--- config.mk ---
export PLATFORM = sky130hd
export DESIGN_NAME = updown_sweep_ctrl
export DESIGN_NICKNAME = d
export VERILOG_FILES = /design/src/rtl/updown_sweep_ctrl.sv
export SDC_FILE = /design/constraint.sdc
export NUM_CORES = 1
export LEC_CHECK = 0
export CORE_ASPECT_RATIO = 0.9
export CORE_MARGIN = 2
export CORE_UTILIZATION = 25
export CTS_CLUSTER_SIZE = 25
export DETAILED_ROUTE_END_ITERATION = 12
export PLACE_DENSITY = 0.43
export SLEW_MARGIN = 20
export SYNTH_ARGS = -nofsm -noshare
export SYNTH_HDL_FRONTEND = slang
export SYNTH_SLANG_ARGS = --single-unit
--- constraint.sdc ---
create_clock -name clk -period 1.9 [get_ports clk]
set_clock_uncertainty 0.05 [all_clocks]
set_input_delay 0.38 -clock clk [delete_from_list [all_inputs] [get_ports clk]]
set_output_delay 0.38 -clock clk [all_outputs]
set_load 0.005 [all_outputs]
--- src/rtl/updown_sweep_ctrl.sv ---
// Up/down sweep controller: triangle count between latched lo/hi for N round trips.
// Define SWEEP_DWELL_EN to add a one-cycle dwell at each reversal point.
module updown_sweep_ctrl #(
    parameter int WIDTH   = 4,
    parameter int TRIPS_W = 4
) (
    input  logic               clk,
    input  logic               rst,
    input  logic               start,
    input  logic [WIDTH-1:0]   lo,
    input  logic [WIDTH-1:0]   hi,
    input  logic [TRIPS_W-1:0] trips,
    input  logic               hold,
    output logic [WIDTH-1:0]   count,
    output logic               dir,
    output logic               busy,
    output logic               done,
    output logic               err
);

    typedef enum logic [2:0] {
        S_IDLE  = 3'd0,
        S_UP    = 3'd1,
        S_DOWN  = 3'd2,
`ifdef SWEEP_DWELL_EN
        S_DWELL = 3'd3,
`endif
        S_DONE  = 3'd4
    } state_t;

    localparam logic [WIDTH-1:0]   C_ONE = WIDTH'(1);
    localparam logic [TRIPS_W-1:0] T_ONE = TRIPS_W'(1);

    state_t             state_q, state_d;
    logic [WIDTH-1:0]   count_q, count_d;
    logic               dir_q, dir_d;
    logic [WIDTH-1:0]   lo_q, lo_d;
    logic [WIDTH-1:0]   hi_q, hi_d;
    logic [TRIPS_W-1:0] trips_q, trips_d;
    logic [TRIPS_W-1:0] trip_cnt_q, trip_cnt_d;
    logic [TRIPS_W-1:0] trip_nxt;
    logic               err_q, err_d;

    always_ff @(posedge clk) begin
        if (rst) begin
            state_q    <= S_IDLE;
            count_q    <= '0;
            dir_q      <= 1'b0;
            lo_q       <= '0;
            hi_q       <= '0;
            trips_q    <= '0;
            trip_cnt_q <= '0;
            err_q      <= 1'b0;
        end else begin
            state_q    <= state_d;
            count_q    <= count_d;
            dir_q      <= dir_d;
            lo_q       <= lo_d;
            hi_q       <= hi_d;
            trips_q    <= trips_d;
            trip_cnt_q <= trip_cnt_d;
            err_q      <= err_d;
        end
    end

    always_comb begin
        state_d    = state_q;
        count_d    = count_q;
        dir_d      = dir_q;
        lo_d       = lo_q;
        hi_d       = hi_q;
        trips_d    = trips_q;
        trip_cnt_d = trip_cnt_q;
        err_d      = 1'b0;
        trip_nxt   = trip_cnt_q + T_ONE;

        unique case (state_q)
            S_IDLE: begin
                if (start) begin
                    // lo<hi is what guarantees the count never wraps
                    if (lo >= hi || trips == '0) begin
                        err_d = 1'b1;
                    end else begin
                        lo_d       = lo;
                        hi_d       = hi;
                        trips_d    = trips;
                        count_d    = lo;
                        trip_cnt_d = '0;
                        dir_d      = 1'b0;
                        state_d    = S_UP;
                    end
                end
            end
            S_UP: begin
                if (!hold) begin
                    if (count_q < hi_q) begin
                        count_d = count_q + C_ONE;
                    end else begin
`ifdef SWEEP_DWELL_EN
                        state_d = S_DWELL;
`else
                        state_d = S_DOWN;
                        dir_d   = 1'b1;
                        count_d = hi_q - C_ONE;
`endif
                    end
                end
            end
            S_DOWN: begin
                if (!hold) begin
                    if (count_q > lo_q) begin
                        count_d = count_q - C_ONE;
                    end else begin
                        trip_cnt_d = trip_nxt;
                        if (trip_nxt == trips_q) begin
                            state_d = S_DONE;
                            dir_d   = 1'b0;
                        end else begin
`ifdef SWEEP_DWELL_EN
                            state_d = S_DWELL;
`else
                            state_d = S_UP;
                            dir_d   = 1'b0;
                            count_d = lo_q + C_ONE;
`endif
                        end
                    end
                end
            end
`ifdef SWEEP_DWELL_EN
            S_DWELL: begin
                // dir still holds the direction we arrived in
                if (!hold) begin
                    if (!dir_q) begin
                        state_d = S_DOWN;
                        dir_d   = 1'b1;
                        count_d = hi_q - C_ONE;
                    end else begin
                        state_d = S_UP;
                        dir_d   = 1'b0;
                        count_d = lo_q + C_ONE;
                    end
                end
            end
`endif
            S_DONE: begin
                state_d = S_IDLE;
            end
            default: begin
                state_d = S_IDLE;
            end
        endcase
    end

    assign count = count_q;
    assign dir   = dir_q;
    assign err   = err_q;
    assign done  = (state_q == S_DONE);
`ifdef SWEEP_DWELL_EN
    assign busy  = (state_q == S_UP) || (state_q == S_DOWN) ||
                   (state_q == S_DWELL);
`else
    assign busy  = (state_q == S_UP) || (state_q == S_DOWN);
`endif

endmodule

==> qor.yml, run 1 <==
timing:
  fmax_mhz: 497
  maxSlewHeadroom_pct: 76.8
  final-setup-viol-count: 8
  worst_pin_slew_ns: 0.344
  hold_viol: 0
  rsz0062_at_grt: "true"
  post-route-period-util_pct: 106
  final.setup.worst_slack_ns: -0.114
  tns_ns: -0.414
  period_minus_slack_ns: 2.01
  drv_slew: 0
final_layout:
  area_delta_synth_final_pct: 62.1
  multi_input_area_mm2: 0.00144
  n_antenna_cell: 0
  drive_gt1_share_pct: 47.3
  nNetsFinal: 325
  nFillCells: 730
  regArea_um2: 528
power_and_ir_drop:
  vdd_drop_max_mv: 0.253
  clockPowerShare_pct: 15.0
  swShare_pct: 36.7
  p_seq_share_pct: 27.8
  comb_power_share_pct: 57.2
  p_int_w: 0.00140
  power_switching_w: 0.000811
  cellLeakagePower_nw: 1.28
  powerDensity_mw_per_mm2: 744
floorplanning:
  initial_utilization_pct: 25.9
  fp.dieH_um: 85.2
  core_area_mm2: 0.00708
  dieArea_mm2: 0.00802
  die_w_um: 94.2
  num_io_pins: 24
  rows: 29
clock_tree:
  root_buffer: "clkbuf_8"
  clockBufferDepth: 2
  htreeDepth: 1
  clk_latency_ns: 0.27
  cts_sinks: 25
  cts_tree: "built"
  cts_buffers: 3
  cts.clk_slew.worst_paths_ns: 0.09
synthesis:
  syn-instance-count: 208
  syn_nets: 240
  synth-edff-count: 0
  avgSynthCellArea_um2: 8.80
  ys_warn_count: 0
  synth_common_cells: "dfxtp_1, nor2_1, inv_1"
  synth_top_flop_cell: "dfxtp_1"
  synth_top_area_share_pct: 27.3
  synthArstFlopShare_pct: 0
  syn_area_mm2: 0.00183
  yosysMostFrequentCell: "dfxtp_1"
  yosys_register_bits: 25
  synth_cell_type_count: 55
  synth_area_leaders: "dfxtp_1, ha_1, mux2i_1"
  seq_area_frac_synth_pct: 27.3
  yosys.area.top_type: "dfxtp_1"
min_path:
  hold_depth: 3
  worstHoldEndpoint: "hi_q[0]"
  hp-start: "hi[0]"
  hold_path_class: "in2reg"
drt:
  detail_route.first_pass.iterations: 4
  vias: 1742
  post_drt_wl_per_cell_um: 13.8
  ant_nets: 0
  vias_per_cell: 4.52
  drt_iter0_markers: 62
  drt_wl_total_mm: 5.32
  drcViolationCount: 0
worst_setup_path:
  crit_fanout: 6
  r2r_cells: 9
  crit_start: "lo_q[2]"
  worstReg2RegEnd: "count[2]"
  crit_required_ns: 2.03
  critPathArrivalTime_ns: 2.15
  path_class: "reg2reg"
  r2r_slack_ns: -0.11
  reg2reg_from: "lo_q[2]"
  critPathLaunchType: "register"
  endpoint_kind: "register"
placement:
  io_buffers: 23
  pre_cts_ws_ns: -0.636
  hpwl_mm: 3.93
  place_congestion: 0.721
global_routing:
  overflow: 0
  grt_use_total_pct: 13.3
  grt_max_degree: 26
  first_global_vias: 1686
  grt_antenna_before_repair: 0
  grt_pass1_wl_mm: 8.47
run:
  drv_cap: 0
run_status:
  violations: "setup timing"
  outcome: "finished with violations"
how the worst max path moves through the flow:
| stage | cells after the start | slack (ns) | to |
|---|---|---|---|
| after floorplan | 7 | -0.07 | count[3] |
| after global placement | 10 | -0.60 | hi_q[2] |
| after detailed placement | 10 | -0.64 | state_q[0] |
| after CTS | 8 | -0.09 | trip_cnt_q[3] |
| after global routing | 9 | -0.21 | count[2] |
| final | 9 | -0.11 | count[2] |
layout make-up:
type	instances	share of cell area, %
flip-flops and latches	25	17.8
clock buffers	3	1.39
inverters	19	2.40
well taps	93	3.92
repair buffers	87	25.8
multi-input cells	157	48.5
clock inverters	1	0.169
through the flow:
step | hold slack (ns) | instance area, um^2 | utilization (%) | total power (W) | std cells
global placement | 0.457 | 2560 | 36.2 | 0.00168 | 363
finish | 0.370 | 2970 | 41.9 | 0.00221 | 385
floorplan | 0.422 | 1900 | - | 0.00128 | 208
global route | 0.380 | 2970 | 41.9 | 0.00237 | 385
detailed placement | 0.467 | 2560 | 36.2 | 0.00169 | 363
CTS | 0.422 | 2750 | 38.9 | 0.00213 | 374
layout by cell type, fill, tap and decap left out, drive strengths merged, types with 2 or more instances in the layout:
| master | synthesis | final |
|---|---|---|
| dfxtp | 25 | 25 |
| inv | 19 | 19 |
| o311ai | 2 | 2 |
| a311oi | 2 | 2 |
| a21o | 3 | 3 |
| clkdlybuf4s50 | 0 | 9 |
| or2 | 2 | 2 |
| nor3 | 8 | 8 |
| xor2 | 5 | 5 |
| or3 | 2 | 2 |
| ha | 16 | 16 |
| a221oi | 2 | 2 |
| nand2b | 3 | 3 |
| clkdlybuf4s15 | 0 | 2 |
| clkbuf | 2 | 6 |
| dlymetal6s2s | 0 | 8 |
| buf | 5 | 64 |
| a22oi | 3 | 3 |
| o21ai | 5 | 5 |
| nor4 | 2 | 2 |
| nand4 | 2 | 2 |
| nor2b | 3 | 3 |
| o21a | 3 | 3 |
| a31oi | 3 | 3 |
| nand3 | 4 | 4 |
| mux2i | 10 | 10 |
| xnor2 | 10 | 10 |
| o211ai | 3 | 3 |
| nand2 | 11 | 11 |
| nor2 | 26 | 26 |
| a21oi | 15 | 15 |
| a211oi | 2 | 2 |
power by group through the flow:
stage	combinational [W]	sequential, W	clock [W]
floorplan	0.000637	0.000639	0
global placement	0.00105	0.000630	0
detailed placement	0.00106	0.000630	0
CTS	0.00116	0.000618	0.000349
global route	0.00137	0.000620	0.000376
finish	0.00126	0.000614	0.000331
state kept, by name (all words and copies together), names as in the netlist:
| signal | flops |
|---|---|
| trips_q | 4 |
| dir | 1 |
| lo_q | 4 |
| state_q | 3 |
| trip_cnt_q | 4 |
| err | 1 |
| hi_q | 4 |
| count | 4 |
layer usage:
metal | part of all wire (%) | track usage, % | vias to the layer above | wire length (um)
met5 | 0 | 0 | - | 0
met2 | 44 | 19.5 | 15 | 2320
met4 | 0.77 | 3.16 | 0 | 41
met1 | 54 | 20.9 | 817 | 2860
li1 | - | - | 908 | -
met3 | 1.6 | 1.24 | 2 | 87
critical path: stages (launching register included):
cell	delay, ns
dfxtp_2	0.34
inv_2	0.05
ha_4	0.15
or2_4	0.25
o311ai_4	0.28
nor2_4	0.09
o311ai_4	0.30
buf_6	0.17
a221oi_2	0.04
a221oi_2	0.21
cell families (layout without fill, tap and decap cells):
kind of cell	after synthesis	count (layout)	synth area share, %
AOI/OAI and AO/OA	50	50	22.6
xor gates and xnor gates	15	15	7.59
adders and majority gates	16	16	10.9
buffers and inverters	26	110	6.42
DFF	25	25	27.3
muxes	10	10	5.47
and+or+nand+nor	66	66	19.6
repair_timing:
item	CTS	global route
endpoints found under the setup margin	26	26
pin swaps	13	14
hold buffers	0	0
gates resized for setup	32	42
setup buffers	7	10
gates cloned	0	1
(Power assumes the default switching activity.)
==> inputs of run 2 (changes only) <==
--- a/config.mk
+++ b/config.mk
@@ -10,8 +10,10 @@
 export CORE_UTILIZATION = 25
 export CTS_CLUSTER_SIZE = 25
 export DETAILED_ROUTE_END_ITERATION = 12
+export GPL_TIMING_DRIVEN = 0
 export PLACE_DENSITY = 0.43
 export SLEW_MARGIN = 20
 export SYNTH_ARGS = -nofsm -noshare
 export SYNTH_HDL_FRONTEND = slang
 export SYNTH_SLANG_ARGS = --single-unit
+export TNS_END_PERCENT = 1
==> run 2 against run 1 <==
  * The flow still finishes with violations (setup timing)
  * Count of clock-buffer cells in the layout stayed put
  * Setup slack worse by 0.057 ns
  * Critical path type unchanged
  * Sequential power is 1% higher
  * Design area is 12% lower
  * Routed wire length is 1.8% lower
  * Combinational power hardly changed
==> qor.yml, run 2 (synthesis gave the netlist of run 1 again) <==
clock_tree:
  clockBufferDepth: 2
  htreeDepth: 1
  cts_tree: "built"
  cts_buffers: 3
  cts.clk_slew.worst_paths_ns: 0.09
  cts_hold_buffers: 0
  clk_latency_ns: 0.27
  root_buffer: "clkbuf_8"
  cts_sinks: 25
timing:
  worst_hold_slack_ns: 0.382
  tns_ns: -1.31
  period_minus_slack_ns: 2.07
  rsz0062_at_grt: "true"
  final.setup.worst_slack_ns: -0.171
  hold_viol: 0
  maxSlewHeadroom_pct: 36.7
  fmax_mhz: 483
  post-route-period-util_pct: 109
  final-setup-viol-count: 15
  drv_slew: 0
  worst_pin_slew_ns: 0.942
final_layout:
  fin_cells: 346
  area_delta_synth_final_pct: 42.6
  nFillCells: 723
  drive_gt1_share_pct: 36.8
  nNetsFinal: 286
  layout_commonest_cell: "nor2_1"
  n_antenna_cell: 0
  most-common-layout-cells: "nor2_1, buf_4, dfxtp_1"
global_routing:
  overflow: 0
  grt_pass1_wl_mm: 8.56
  grt_use_total_pct: 13.8
  grt_max_degree: 15
  grt_antenna_before_repair: 0
  first_global_vias: 1604
drt:
  vias_per_cell: 4.71
  ant_nets: 0
  drcViolationCount: 0
  drt_wl_total_mm: 5.22
  vias: 1629
  post_drt_wl_per_cell_um: 15.1
  drt_iter0_markers: 80
  detail_route.first_pass.iterations: 4
power_and_ir_drop:
  comb_power_share_pct: 56.5
  vdd_drop_max_mv: 0.364
  power_switching_w: 0.000833
  p_seq_share_pct: 28.5
  powerDensity_mw_per_mm2: 837
  cellLeakagePower_nw: 0.991
  p_int_w: 0.00135
  swShare_pct: 38.2
  clockPowerShare_pct: 15.0
run:
  drv_cap: 0
floorplanning:
  core_area_mm2: 0.00708
  die_w_um: 94.2
  initial_utilization_pct: 25.9
  dieArea_mm2: 0.00802
  rows: 29
  num_io_pins: 24
  fp.dieH_um: 85.2
placement:
  dp.cells: 323
  place_congestion: 0.724
  io_buffers: 22
  pre_cts_ws_ns: -0.942
  hpwl_mm: 3.67
worst_setup_path:
  endpoint_kind: "register"
  endpoint: "state_q[2]"
  critPathLaunchType: "register"
  crit_required_ns: 2.03
  worstReg2RegEnd: "state_q[2]"
  path_class: "reg2reg"
  crit_start: "lo_q[2]"
  crit_fanout: 3
  r2r_slack_ns: -0.17
  critPathArrivalTime_ns: 2.20
  reg2reg_from: "lo_q[2]"
  r2r_cells: 8
min_path:
  hold_path_class: "in2reg"
  hp-start: "lo[0]"
run_status:
  outcome: "finished with violations"
  violations: "setup timing"
[run 2: cell types whose count changed in the layout (fill, tap and decap cells not counted), sizes merged]
| cell | previous run | this run |
|---|---|---|
| dlymetal6s2s | 8 | 0 |
| clkdlybuf4s50 | 9 | 13 |
| buf | 64 | 26 |
| dlygate4sd2 | 1 | 5 |
| clkbuf | 6 | 5 |
[run 2: worst min path at each step]
stage,to,slack (ns),cells past startpoint
floorplan,trip_cnt_q[3],0.42,1
finish,lo_q[0],0.38,3
global placement,trip_cnt_q[1],0.45,2
CTS,lo_q[0],0.38,3
detailed placement,trip_cnt_q[3],0.45,1
global route,lo_q[2],0.40,3
[run 2: power groups by stage]
stage / logic, W / registers [W] / clock network (W)
6_report: 0.00123 / 0.000622 / 0.000328
3_5_place_dp: 0.000819 / 0.000643 / 0
4_1_cts: 0.00108 / 0.000620 / 0.000342
5_1_grt: 0.00134 / 0.000628 / 0.000372
3_3_place_gp: 0.000818 / 0.000646 / 0
2_1_floorplan: 0.000605 / 0.000626 / 0
[run 2: area by class of cell]
class	count	area (um^2)	area share, %
Clock buffer	3	41.3	1.58
Inverter	19	76.3	2.92
Buffer	7	48.8	1.87
Sequential cell	25	527	20.2
Timing Repair Buffer	41	362	13.9
Multi-Input combinational cell	157	1430	54.9
Clock inverter	1	5.00	0.192
Tap cell	93	116	4.46
[run 2: per-stage QoR]
step	power, W	instance area [um^2]	utilization, %
after floorplan	0.00123	1830	-
after global placement	0.00146	2170	30.6
after global routing	0.00234	2610	36.9
after CTS	0.00204	2490	35.2
final	0.00218	2610	36.9
after detailed placement	0.00146	2170	30.6
[run 2: repair_timing]
| item | CTS | global route |
|---|---|---|
| pin swaps | 13 | 17 |
| gates resized for setup | 63 | 24 |
| setup endpoints to repair | 27 | 25 |
| cloned | 1 | 0 |
| buffers inserted | 14 | 4 |
[run 2: per-layer routing]
metal | wire, um | vias up | GRT usage, % | share of wire (%)
met2 | 2240 | 37 | 20.2 | 43
met3 | 291 | 2 | 2.40 | 5.6
met4 | 41 | 0 | 3.16 | 0.79
met5 | 0 | - | 0 | 0
met1 | 2650 | 760 | 21.1 | 51
li1 | - | 830 | - | -
[run 2: critical path, stage by stage (launching register included)]
cell and delay, ns:
dfxtp_2 0.36, inv_2 0.06, ha_4 0.15, or2_4 0.25, o311ai_4 0.31, buf_6 0.17
o32ai_4 0.09, a211o_1 0.34, nor4_1 0.18
==> inputs of run 3 (changes only) <==
--- a/config.mk
+++ b/config.mk
@@ -16,4 +16,4 @@
 export SYNTH_ARGS = -nofsm -noshare
 export SYNTH_HDL_FRONTEND = slang
 export SYNTH_SLANG_ARGS = --single-unit
-export TNS_END_PERCENT = 1
+export TNS_END_PERCENT = 20
==> run 3 against run 2 <==
  * The flow still finishes with violations (setup timing)
  * Setup slack better by 0.031 ns
  * Sequential power about the same
  * Utilization up 1.2 points
  * Critical path depth up 1
  * First-iteration DRC count up 24%
  * Cell count up 2.0%
  * Hold slack worse by 0.075 ns
  * Routed wire length down 0.90%
  * Highest routed layer is now met3
==> qor.yml, run 3 (synthesis gave the netlist of run 1 again) <==
drt:
  ant_nets: 0
  drt_wl_total_mm: 5.18
  detail_route.first_pass.iterations: 4
  post_drt_wl_per_cell_um: 14.7
  drt_iter0_markers: 99
  vias_per_cell: 4.71
  drcViolationCount: 0
  vias: 1663
timing:
  period_minus_slack_ns: 2.04
  tns_ns: -0.907
  post-route-period-util_pct: 107
  final-setup-viol-count: 11
  maxSlewHeadroom_pct: 55.0
  hold_viol: 0
  worst_pin_slew_ns: 0.671
  fmax_mhz: 490
  drv_slew: 0
  final.setup.worst_slack_ns: -0.140
  rsz0062_at_grt: "true"
min_path:
  hp-start: "hi[2]"
  hold_path_class: "in2reg"
final_layout:
  fin_cells: 353
  n_antenna_cell: 0
  area_delta_synth_final_pct: 47.2
  drive_gt1_share_pct: 42.7
  nNetsFinal: 293
  fin_area_mm2: 0.00269
  most-common-layout-cells: "nor2_1, buf_4, dfxtp_1, clkdlybuf4s50_1, inv_1"
power_and_ir_drop:
  comb_power_share_pct: 56.4
  vdd_drop_max_mv: 0.365
  p_seq_share_pct: 28.4
  totalPowerFinal_w: 0.00218
  power_switching_w: 0.000818
  p_int_w: 0.00136
  swShare_pct: 37.5
  powerDensity_mw_per_mm2: 809
  cellLeakagePower_nw: 1.04
  clockPowerShare_pct: 15.2
worst_setup_path:
  crit_required_ns: 1.98
  critPathSlowestCell: "dfxtp_2"
  critical-path-top-delay-family: "compound AO/OA/AOI/OAI gates"
  endpoint_kind: "register"
  path_class: "reg2reg"
  critPathArrivalTime_ns: 2.12
  max_stage_delay_ns: 0.36
  crit_path_cell_trace: "inv_4 > ha_4 > or2_4 > o311ai_4 > buf_6 > o32ai_4 > a211o_1 > nand2_1 > a21oi_2"
  crit_buf_inv: 2
  reg2reg_from: "lo_q[2]"
  crit_start: "lo_q[2]"
  crit_fanout: 3
  critPathLaunchType: "register"
floorplanning:
  core_area_mm2: 0.00708
  rows: 29
  num_io_pins: 24
  dieArea_mm2: 0.00802
  fp.dieH_um: 85.2
  initial_utilization_pct: 25.9
  die_w_um: 94.2
clock_tree:
  cts_hold_buffers: 0
  root_buffer: "clkbuf_8"
  clockBufferDepth: 2
  cts_sinks: 25
  cts_buffers: 3
  htreeDepth: 1
  clk_latency_ns: 0.27
  cts.clk_slew.worst_paths_ns: 0.10
  cts_tree: "built"
placement:
  place_congestion: 0.756
  placed_area_mm2: 0.00223
  hpwl_mm: 3.70
  pre_cts_ws_ns: -0.922
  io_buffers: 22
  dp.cells: 323
global_routing:
  overflow: 0
  grt_pass1_wl_mm: 8.31
  grt_antenna_before_repair: 0
  grt_use_total_pct: 13.2
  grt_max_degree: 14
  first_global_vias: 1599
run_status:
  violations: "setup timing"
  outcome: "finished with violations"
run:
  drv_cap: 0
[run 3: cell count changes in the layout (fill, tap and decap cells not counted), sizes merged]
| cell | previous run | this run |
|---|---|---|
| buf | 26 | 34 |
| clkbuf | 5 | 8 |
| dlygate4sd2 | 5 | 2 |
| clkdlybuf4s15 | 2 | 1 |
| clkinv | 1 | 0 |
| dlymetal6s2s | 0 | 1 |
[run 3: worst paths after layout]
path                   endpoint  slack (ns)  cells past startpoint
setup / recovery     state_q[0]       -0.14                      9
hold / removal          hi_q[2]        0.31                      3
setup reg to reg     state_q[0]       -0.14                      9
hold reg to reg   trip_cnt_q[1]        0.45                      2
[run 3: what timing repair did]
action	4_1_cts	5_1_grt
cloned	2	0
buffers inserted	15	9
setup endpoints to repair	27	26
resized for setup	45	38
pin swaps	15	23
hold endpoints to repair	0	0
[run 3: tightest hold or removal path, delay by kind of cell]
family,cells,cell delay (ns)
buffers and inverters,1,0.09
and+or+nand+nor,1,0.07
AOI/OAI and AO/OA,1,0.06
[run 3: layout make-up]
| class | count | area, um^2 |
|---|---|---|
| fillers | 744 | 4380 |
| multi-input cells | 157 | 1470 |
| flip-flops and latches | 25 | 528 |
| repair buffers | 48 | 404 |
| well taps | 93 | 116 |
| inverters | 19 | 76.3 |
| plain buffers | 7 | 56.3 |
| clock buffers | 4 | 45.0 |
[run 3: power groups by stage]
stage               clock, W  combinational, W  sequential (W)
global route        0.000368           0.00134        0.000625
floorplan                  0          0.000634        0.000639
global placement           0          0.000854        0.000659
CTS                 0.000344           0.00104        0.000628
finish              0.000330           0.00123        0.000620
detailed placement         0          0.000851        0.000658
[run 3: stage by stage]
step / util, % / hold slack (ns)
4_1_cts: 35.3 / 0.359
5_1_grt: 38.1 / 0.332
6_report: 38.1 / 0.308
2_1_floorplan: - / 0.422
3_5_place_dp: 31.6 / 0.453
3_3_place_gp: 31.6 / 0.446
[run 3: layer usage]
| metal | global-route usage (%) | wire length [um] |
|---|---|---|
| met3 | 1.95 | 138 |
| met4 | 2.90 | 0 |
| met2 | 19.1 | 2320 |
| met5 | 0 | 0 |
| met1 | 20.6 | 2720 |
